[src/rtl/fifo_pkg.sv]
// Shared types and helpers for the FIFO pointer/flag controller.
package fifo_pkg;

    typedef enum logic [1:0] {
        OP_NOP  = 2'b00,
        OP_POP  = 2'b01,
        OP_PUSH = 2'b10,
        OP_BOTH = 2'b11
    } op_t;

    function automatic int unsigned depth_of(input int unsigned addr_width);
        return 32'd1 << addr_width;
    endfunction

endpackage

[src/rtl/fifo_ptr.sv]
// Wrapping storage pointer: advances by one on inc_i, rolls over DEPTH-1 -> 0.
module fifo_ptr
    import fifo_pkg::*;
#(
    parameter int unsigned ADDR_WIDTH = 3
) (
    input  logic                  clk,
    input  logic                  reset,
    input  logic                  inc_i,
    output logic [ADDR_WIDTH-1:0] ptr_o
);

    logic [ADDR_WIDTH-1:0] ptr_q;
    logic [ADDR_WIDTH-1:0] ptr_d;

    always_comb begin
        ptr_d = ptr_q;
        if (inc_i) begin
            ptr_d = ptr_q + 1'b1;
        end
    end

    always_ff @(posedge clk or posedge reset) begin
        if (reset) begin
            ptr_q <= '0;
        end else begin
            ptr_q <= ptr_d;
        end
    end

    assign ptr_o = ptr_q;

endmodule

[src/rtl/fifo_ctrl.sv]
// First-word-fall-through FIFO controller for an external dual-port register file:
// owns head/tail pointers, occupancy count, status flags and error pulses.
module fifo_ctrl
    import fifo_pkg::*;
#(
    parameter int unsigned ADDR_WIDTH = 3,
    parameter int unsigned AF_LEVEL   = 6,
    parameter int unsigned AE_LEVEL   = 1
) (
    input  logic                  clk,
    input  logic                  reset,
    input  logic                  wr,
    input  logic                  rd,
    output logic                  w_en,
    output logic [ADDR_WIDTH-1:0] w_addr,
    output logic [ADDR_WIDTH-1:0] r_addr,
    output logic                  full,
    output logic                  empty,
    output logic                  almost_full,
    output logic                  almost_empty,
    output logic [ADDR_WIDTH:0]   count,
    output logic                  overflow,
    output logic                  underflow
);

    localparam int unsigned         Depth    = depth_of(ADDR_WIDTH);
    localparam logic [ADDR_WIDTH:0] DepthCnt = Depth[ADDR_WIDTH:0];
    localparam logic [ADDR_WIDTH:0] AfCnt    = AF_LEVEL[ADDR_WIDTH:0];
    localparam logic [ADDR_WIDTH:0] AeCnt    = AE_LEVEL[ADDR_WIDTH:0];

    logic                push;
    logic                pop;
    op_t                 op;
    logic [ADDR_WIDTH:0] count_q, count_d;
    logic                full_q, empty_q, af_q, ae_q, ovf_q, udf_q;

    // A full FIFO still accepts a write when the same edge frees a slot.
    assign push = wr & (~full_q | rd);
    assign pop  = rd & ~empty_q;
    assign op   = op_t'({push, pop});

    always_comb begin
        count_d = count_q;
        unique case (op)
            OP_PUSH: count_d = count_q + 1'b1;
            OP_POP:  count_d = count_q - 1'b1;
            OP_NOP:  count_d = count_q;
            OP_BOTH: count_d = count_q;
            default: count_d = count_q;
        endcase
    end

    // Flags come from next-count so they line up with count itself.
    always_ff @(posedge clk or posedge reset) begin
        if (reset) begin
            count_q <= '0;
            full_q  <= 1'b0;
            empty_q <= 1'b1;
            af_q    <= 1'b0;
            ae_q    <= 1'b1;
            ovf_q   <= 1'b0;
            udf_q   <= 1'b0;
        end else begin
            count_q <= count_d;
            full_q  <= (count_d == DepthCnt);
            empty_q <= (count_d == '0);
            af_q    <= (count_d >= AfCnt);
            ae_q    <= (count_d <= AeCnt);
            ovf_q   <= wr & ~push;
            udf_q   <= rd & ~pop;
        end
    end

    fifo_ptr #(
        .ADDR_WIDTH(ADDR_WIDTH)
    ) u_tail (
        .clk  (clk),
        .reset(reset),
        .inc_i(push),
        .ptr_o(w_addr)
    );

    fifo_ptr #(
        .ADDR_WIDTH(ADDR_WIDTH)
    ) u_head (
        .clk  (clk),
        .reset(reset),
        .inc_i(pop),
        .ptr_o(r_addr)
    );

    assign w_en         = push;
    assign full         = full_q;
    assign empty        = empty_q;
    assign almost_full  = af_q;
    assign almost_empty = ae_q;
    assign count        = count_q;
    assign overflow     = ovf_q;
    assign underflow    = udf_q;

    // Pointer distance equals count modulo DEPTH; a full FIFO shows distance zero.
    a_count_ptr: assert property (@(posedge clk) disable iff (reset)
        count_q[ADDR_WIDTH-1:0] == ADDR_WIDTH'(w_addr - r_addr));
    a_full_cnt: assert property (@(posedge clk) disable iff (reset)
        full_q == (count_q == DepthCnt));
    a_not_both: assert property (@(posedge clk) disable iff (reset)
        !(full_q && empty_q));
    a_no_wr_full: assert property (@(posedge clk) disable iff (reset)
        (full_q && !rd) |-> !w_en);

endmodule
[config.mk]
export PLATFORM = sky130hd
export DESIGN_NAME = fifo_ctrl
export DESIGN_NICKNAME = d
export VERILOG_FILES = /design/src/rtl/fifo_pkg.sv /design/src/rtl/fifo_ptr.sv /design/src/rtl/fifo_ctrl.sv
export SDC_FILE = /design/constraint.sdc
export NUM_CORES = 1
export LEC_CHECK = 0
export BUFFER_PORTS_ARGS = -buffer_cell sky130_fd_sc_hd__buf_2
export CORE_UTILIZATION = 50
export CTS_CLUSTER_DIAMETER = 60
export DETAILED_ROUTE_END_ITERATION = 7
export PLACE_DENSITY_LB_ADDON = 0.3
export SKIP_LAST_GASP = 1
export SLEW_MARGIN = 10
export SYNTH_ARGS = -nofsm -noshare
export SYNTH_HDL_FRONTEND = slang
export SYNTH_HIERARCHICAL = 1
export SYNTH_SLANG_ARGS = --single-unit
[constraint.sdc]
create_clock -name clk -period 2.5 [get_ports clk]
set_input_delay 0 -clock clk [delete_from_list [all_inputs] [get_ports clk]]
set_output_delay 0 -clock clk [all_outputs]
set_load 0.005 [all_outputs]
==> impl_metrics.tcl, run 1 <==
set metrics [dict create \
    clock_path_buffers 2 \
    max_freq_mhz 440 \
    status "finished clean" \
    synth_top_area_share_pct 42.0 \
    cts_root_buf "clkbuf_4" \
    drt-pass1-iter-count 4 \
    ys_top_cells_by_area "dfrtp_1 (42%), ha_1 (7.5%), dfstp_2 (6.3%)" \
    tns_ns 0 \
    start_util_pct 54.7 \
    vdd_drop_max_v 0.000638 \
    fp.dieH_um 42.8 \
    die_w_um 42.8 \
    finalHoldViolCount 0 \
    cp.required_ns 2.64 \
    io_pins 21 \
    critPathArrivalTime_ns 2.42 \
    grt_first_pass_wirelength_mm 2.63 \
    yosysWarnings 6 \
    fin_crit_ns 2.28 \
    hp-class "primary input to asynchronous set/reset pin" \
    clk_pin_slew_worst_paths_ns 0.09 \
    overflow 0 \
    grt_start_max_net_pins 11 \
    cts_tree "yes" \
    fillCellCount 134 \
    layout-drive-gt1-share_pct 33.3 \
    drc 0 \
    clock_latency_ns 0.28 \
    leakage_nw 0.534 \
    postSynthCellCount 74 \
    yosysSeqAreaShare_pct 48.3 \
    relSlewSlack_pct 73.7 \
    ys_ff_latch 16 \
    antenna_found_initial 0 \
    synth-edff-count 0 \
    finalCritPeriodShare_pct 91.0 \
    async_flop_share_pct 100 \
    p_switching_mw 0.502 \
    sequentialPowerShare_pct 39.3 \
    multi_input_area_um2 383 \
    fp-row-count 14 \
    hpwl_mm 1.18 \
    worst_slack_ns 0.225 \
    synth.avg_cell_area_um2 11.3 \
    htreeDepth 1 \
    crit_type "register to register" \
    dieArea_um2 1830 \
    core_area_um2 1520 \
    vias 584 \
    port-buffer-count 20 \
    rr_startpoint "empty" \
    grt_pass1_vias 586 \
    diodes 0 \
    fin_nets 109 \
    crit_path_start_kind "register" \
    pwr-share-clk_pct 12.7 \
    ant_nets 0 \
    switching_share_pct 38.4 \
    synthTopCellsByCount "dfrtp_1 (14), inv_1 (9), ha_1 (5), xnor2_1 (5)" \
    power_density_nw_per_um2 1300 \
    synth_nets 83 \
    rsz0062_at_grt "false" \
    cts_buffers 3 \
    cap_violations 0 \
    yosysTopAreaCell "dfrtp_1" \
    largest_register_ff_count 4 \
    wl_mm 1.52 \
    synth_flop_cell "dfrtp_1" \
    setup_viol 0 \
    netlist_area_um2 833 \
    cts.sink_count 16 \
    wl_per_cell_um 13.2 \
    grt_usage_pct 19.4 \
    reg2reg_slack_ns 0.22 \
    preCtsSetupSlack_ns 0.164 \
    skew_ns 0.00449 \
    p_int_mw 0.807 \
    area_growth_pct 20.7 \
    crit_fanout 5 \
    synth_most_common_cell "dfrtp_1" \
    vias_per_cell 5.08 \
    worst_r2r_path_depth 9 \
    report.final.slew_viol_count 0 \
    combPwrFrac_pct 48.1 \
    cts_setup_buffers 0 \
    worst_pin_slew_ns 0.394 \
    ys_types 29 \
    ff_latch_area_um2 403 \
    crit_path_end_kind "register" \
    gp_congestion 0.758 \
    drtIter0Drc 21 \
    r2r-end "almost_full" \
]
==> per-stage QoR <==
stage | hold slack, ns | power [mW] | util, % | cell area [um2] | instances
CTS | 0.129 | 1.32 | 65.8 | 1000 | 115
global placement | -0.114 | 1.11 | 61.5 | 937 | 108
floorplan | -0.246 | 0.948 | - | 833 | 74
global route | 0.140 | 1.44 | 66.0 | 1010 | 115
detailed placement | -0.104 | 1.15 | 61.5 | 937 | 108
finish | 0.134 | 1.31 | 66.0 | 1010 | 115
==> worst max-delay path, cell delays in order (launching register included) <==
cell	delay [ns]
dfstp_2	0.56
nor2b_2	0.07
ha_1	0.27
xor2_1	0.19
ha_1	0.18
a21oi_1	0.15
xor2_1	0.16
nor2_1	0.07
xnor2_1	0.33
o21ai_0	0.17
==> cells in the final DEF, fill, tap and decap left out, types with 2 or more instances in the layout <==
master         synthesis  routed
dfstp_2                2       2
xnor2_1                5       5
inv_1                  9       9
nand2b_1               2       2
buf_2                  1      20
nand3b_1               2       2
o211a_1                2       2
o21ai_0                3       3
dlygate4sd3_1          0       3
clkbuf_4               0       3
ha_1                   5       5
dfrtp_1               14      14
o22ai_1                2       2
mux2_4                 2       2
xor2_1                 4       4
nor2_1                 3       3
nand2_1                4       4
==> layer usage <==
layer  share of wire [%]  vias to the layer above  GRT usage [%]  wire length [um]
met1                  45                      277           24.0               686
li1                    -                      295              -                 -
met4                   0                        0           7.50                 0
met3                 3.6                        0           2.55                54
met5                   0                        -              0                 0
met2                  51                       12           33.9               774
==> worst max-delay path by stage <==
| stage | start | endpoint | slack (ns) | cells after the start |
|---|---|---|---|---|
| after floorplan | empty | almost_full | 0.42 | 9 |
| after global placement | empty | almost_full | 0.24 | 9 |
| after detailed placement | empty | almost_full | 0.16 | 9 |
| after CTS | empty | almost_full | 0.14 | 9 |
| after global routing | empty | almost_full | 0.07 | 9 |
| final | empty | almost_full | 0.22 | 9 |
==> logic make-up after synthesis <==
logic type	synth area share, %
compound gates	9.76
xor+xnor	9.46
fa+ha+maj	7.51
buf+inv	6.01
flops	48.3
mux	4.80
simple gates	14.1
==> timing repair <==
action	in CTS	in global routing
resized for setup	0	1
setup endpoints to repair	0	4
hold buffers	3	0
hold endpoints to repair	16	0
==> power by group through the flow <==
| stage | sequential, mW | clock, mW | combinational [mW] |
|---|---|---|---|
| after global placement | 0.510 | 0 | 0.604 |
| final | 0.514 | 0.166 | 0.629 |
| after CTS | 0.515 | 0.171 | 0.635 |
| after global routing | 0.539 | 0.179 | 0.718 |
| after floorplan | 0.503 | 0 | 0.445 |
| after detailed placement | 0.518 | 0 | 0.629 |
==> area by class of cell <==
cell class,instances,area share [%]
well taps,16,1.99
clock buffers,4,3.61
inverters,9,3.36
multi-input cells,47,38.1
repair buffers,23,12.9
flip-flops and latches,16,40.0
Note: power is estimated with default switching activity, not from simulation.
==> inputs of run 2 (changes only) <==
--- a/config.mk
+++ b/config.mk
@@ -5,6 +5,7 @@
 export SDC_FILE = /design/constraint.sdc
 export NUM_CORES = 1
 export LEC_CHECK = 0
+export ABC_AREA = 1
 export BUFFER_PORTS_ARGS = -buffer_cell sky130_fd_sc_hd__buf_2
 export CORE_UTILIZATION = 50
 export CTS_CLUSTER_DIAMETER = 60
==> run 2 against run 1 <==
Effect of this change:
- combinational power shrank 9.2%
- non-clock buffer count rose by 1
- sequential power shrank 8.8%
- clock power increased by 2%
- first-iteration DRC count decreased by 57%
- die area increased by 0.14%
- global-route usage shrank 0.52 points
- power fell by 7.6%
- largest cell class unchanged
- register-to-register slack better by 0.21 ns
- final cell count increased by 21%
- design area increased by 2.2%
- sequential cell count is the same
==> impl_metrics.tcl, run 2 <==
set metrics [dict create \
    status "finished clean" \
    dieArea_um2 1840 \
    async_flop_share_pct 100 \
    drt-pass1-iter-count 4 \
    grt_pass1_vias 638 \
    cap_violations 0 \
    yosysSeqAreaShare_pct 48.3 \
    fp-row-count 14 \
    wl_mm 1.44 \
    cp.required_ns 2.68 \
    die_w_um 42.9 \
    cts_buffers 3 \
    fillCellCount 133 \
    wl_per_cell_um 10.4 \
    p_switching_mw 0.486 \
    grt_first_pass_wirelength_mm 2.53 \
    hp-class "primary input to asynchronous set/reset pin" \
    preCtsSetupSlack_ns 0.454 \
    setup_viol 0 \
    gp_congestion 0.847 \
    pwr-share-clk_pct 14.1 \
    drtIter0Drc 9 \
    ff_latch_area_um2 403 \
    hpwl_mm 1.14 \
    synth_xor_area_share_pct 5.25 \
    leakage_nw 0.587 \
    fin_crit_ns 2.07 \
    clk_pin_slew_worst_paths_ns 0.10 \
    clock_latency_ns 0.29 \
    crit_path_start_kind "primary input" \
    multi_input_area_um2 364 \
    diodes 0 \
    worst_pin_slew_ns 0.431 \
    final_common_cell "nand2_1" \
    postSynthCellCount 95 \
    synth_compound_area_share_pct 3.45 \
    ys_top_cells_by_area "dfrtp_1 (42%), nand2_1 (9.9%), ha_1 (7.5%)" \
    synth.avg_cell_area_um2 8.78 \
    grt_usage_pct 18.9 \
    overflow 0 \
    htreeDepth 1 \
    rsz0062_at_grt "false" \
    grt_start_max_net_pins 11 \
    synth_mux_area_share_pct 0 \
    cts_tree "yes" \
    combPwrFrac_pct 47.2 \
    skew_ns 0.0114 \
    crit_fanout 7 \
    synth_most_common_cell "nand2_1" \
    ys_types 19 \
    ys_ff_latch 16 \
    vias_per_cell 4.78 \
    power_density_nw_per_um2 1180 \
    finalCritPeriodShare_pct 82.7 \
    netlist_area_um2 835 \
    stdcell_area_um2 1030 \
    start_util_pct 54.8 \
    relSlewSlack_pct 71.1 \
    tns_ns 0 \
    core_area_um2 1520 \
    drc 0 \
    cts.sink_count 16 \
    crit_type "primary input to register" \
    largest_register_ff_count 4 \
    finalHoldViolCount 0 \
    crit_path_end_kind "register" \
    total_power_mw 1.21 \
    vias 665 \
    fin_nets 133 \
    synth_nets 104 \
    max_freq_mhz 484 \
    synth_fa_ha_area_share_pct 7.50 \
    synth_top_area_share_pct 42.0 \
    clock_path_buffers 2 \
    cts_setup_buffers 0 \
    layout-drive-gt1-share_pct 34.1 \
    synth_top_family_by_area "simple AND/OR/NAND/NOR gates" \
    worst_slack_ns 0.432 \
    report.final.slew_viol_count 0 \
    fp.dieH_um 42.9 \
    synthTopCellsByCount "nand2_1 (22), inv_1 (16), dfrtp_1 (14), nand2_2 (6), nor2_1 (6)" \
    holdWs_ns 0.129 \
    vdd_drop_max_v 0.000627 \
    synthSimpleGateAreaFrac_pct 27.4 \
    ant_nets 0 \
    io_pins 21 \
    critPathArrivalTime_ns 2.25 \
    placed_area_um2 962 \
    cts_root_buf "clkbuf_4" \
    port-buffer-count 20 \
    layout_common_cells "nand2_1 (22), buf_2 (20), inv_1 (16), dfrtp_1 (14)" \
    yosysWarnings 6 \
    yosysTopAreaCell "dfrtp_1" \
    area_growth_pct 23.2 \
    synth-edff-count 0 \
    sequentialPowerShare_pct 38.7 \
    synth_flop_cell "dfrtp_1" \
    p_int_mw 0.724 \
    antenna_found_initial 0 \
    switching_share_pct 40.1 \
]
-- run 2: worst paths after layout --
| kind | start | endpoint | slack (ns) | cells past startpoint |
|---|---|---|---|---|
| worst max-delay path | rd | full | 0.43 | 14 |
| worst min-delay path | reset | u_tail/ptr_o[2] | 0.13 | 3 |
| worst max register to register | empty | full | 0.43 | 11 |
| worst min register to register | empty | underflow | 0.50 | 2 |
| max in group asynchronous | reset | empty | 1.95 | 3 |
| min in group clk | rd | underflow | 0.45 | 4 |
-- run 2: what timing repair did --
item	in CTS	in global routing
hold endpoints to repair	18	0
hold buffers	3	0
resized for setup	0	0
-- run 2: kinds of logic after synthesis --
group | count (synthesis)
buf+inv | 18
compound gates | 5
simple gates | 46
fa+ha+maj | 5
xor+xnor | 5
flops | 16
-- run 2: layout make-up --
class	count	share of cell area, %
flip-flops and latches	16	39.2
multi-input cells	61	35.4
well taps	16	1.95
clock buffers	4	3.53
repair buffers	24	13.4
inverters	18	6.57
-- run 2: per-stage QoR --
stage          instances  utilization [%]
2_1_floorplan         95                -
3_3_place_gp         132             63.1
3_5_place_dp         132             63.1
4_1_cts              139             67.5
5_1_grt              139             67.5
6_report             139             67.5
-- run 2: power by group through the flow --
stage | Clock [mW] | Sequential (mW) | Combinational (mW)
floorplan | 0 | 0.475 | 0.388
global placement | 0 | 0.473 | 0.563
detailed placement | 0 | 0.476 | 0.570
CTS | 0.178 | 0.471 | 0.578
global route | 0.182 | 0.483 | 0.662
finish | 0.170 | 0.469 | 0.571
-- run 2: worst max-delay path, stage by stage --
cell and delay (ns):
dlygate4sd3_1 0.51, buf_2 0.10, inv_1 0.06, nor2_1 0.34, ha_1 0.31, nand2_1 0.08
inv_2 0.09, nor2_4 0.04, ha_1 0.17, a21oi_1 0.15, xnor2_1 0.13, nand2_1 0.11
nand3_1 0.10, nor2_1 0.05
-- run 2: per-layer routing --
| layer | up-vias | GRT usage [%] | routed length [um] |
|---|---|---|---|
| met4 | 0 | 11.3 | 31 |
| met2 | 14 | 32.4 | 706 |
| met5 | - | 0 | 0 |
| met3 | 4 | 2.55 | 49 |
| met1 | 304 | 22.1 | 651 |
| li1 | 343 | - | - |
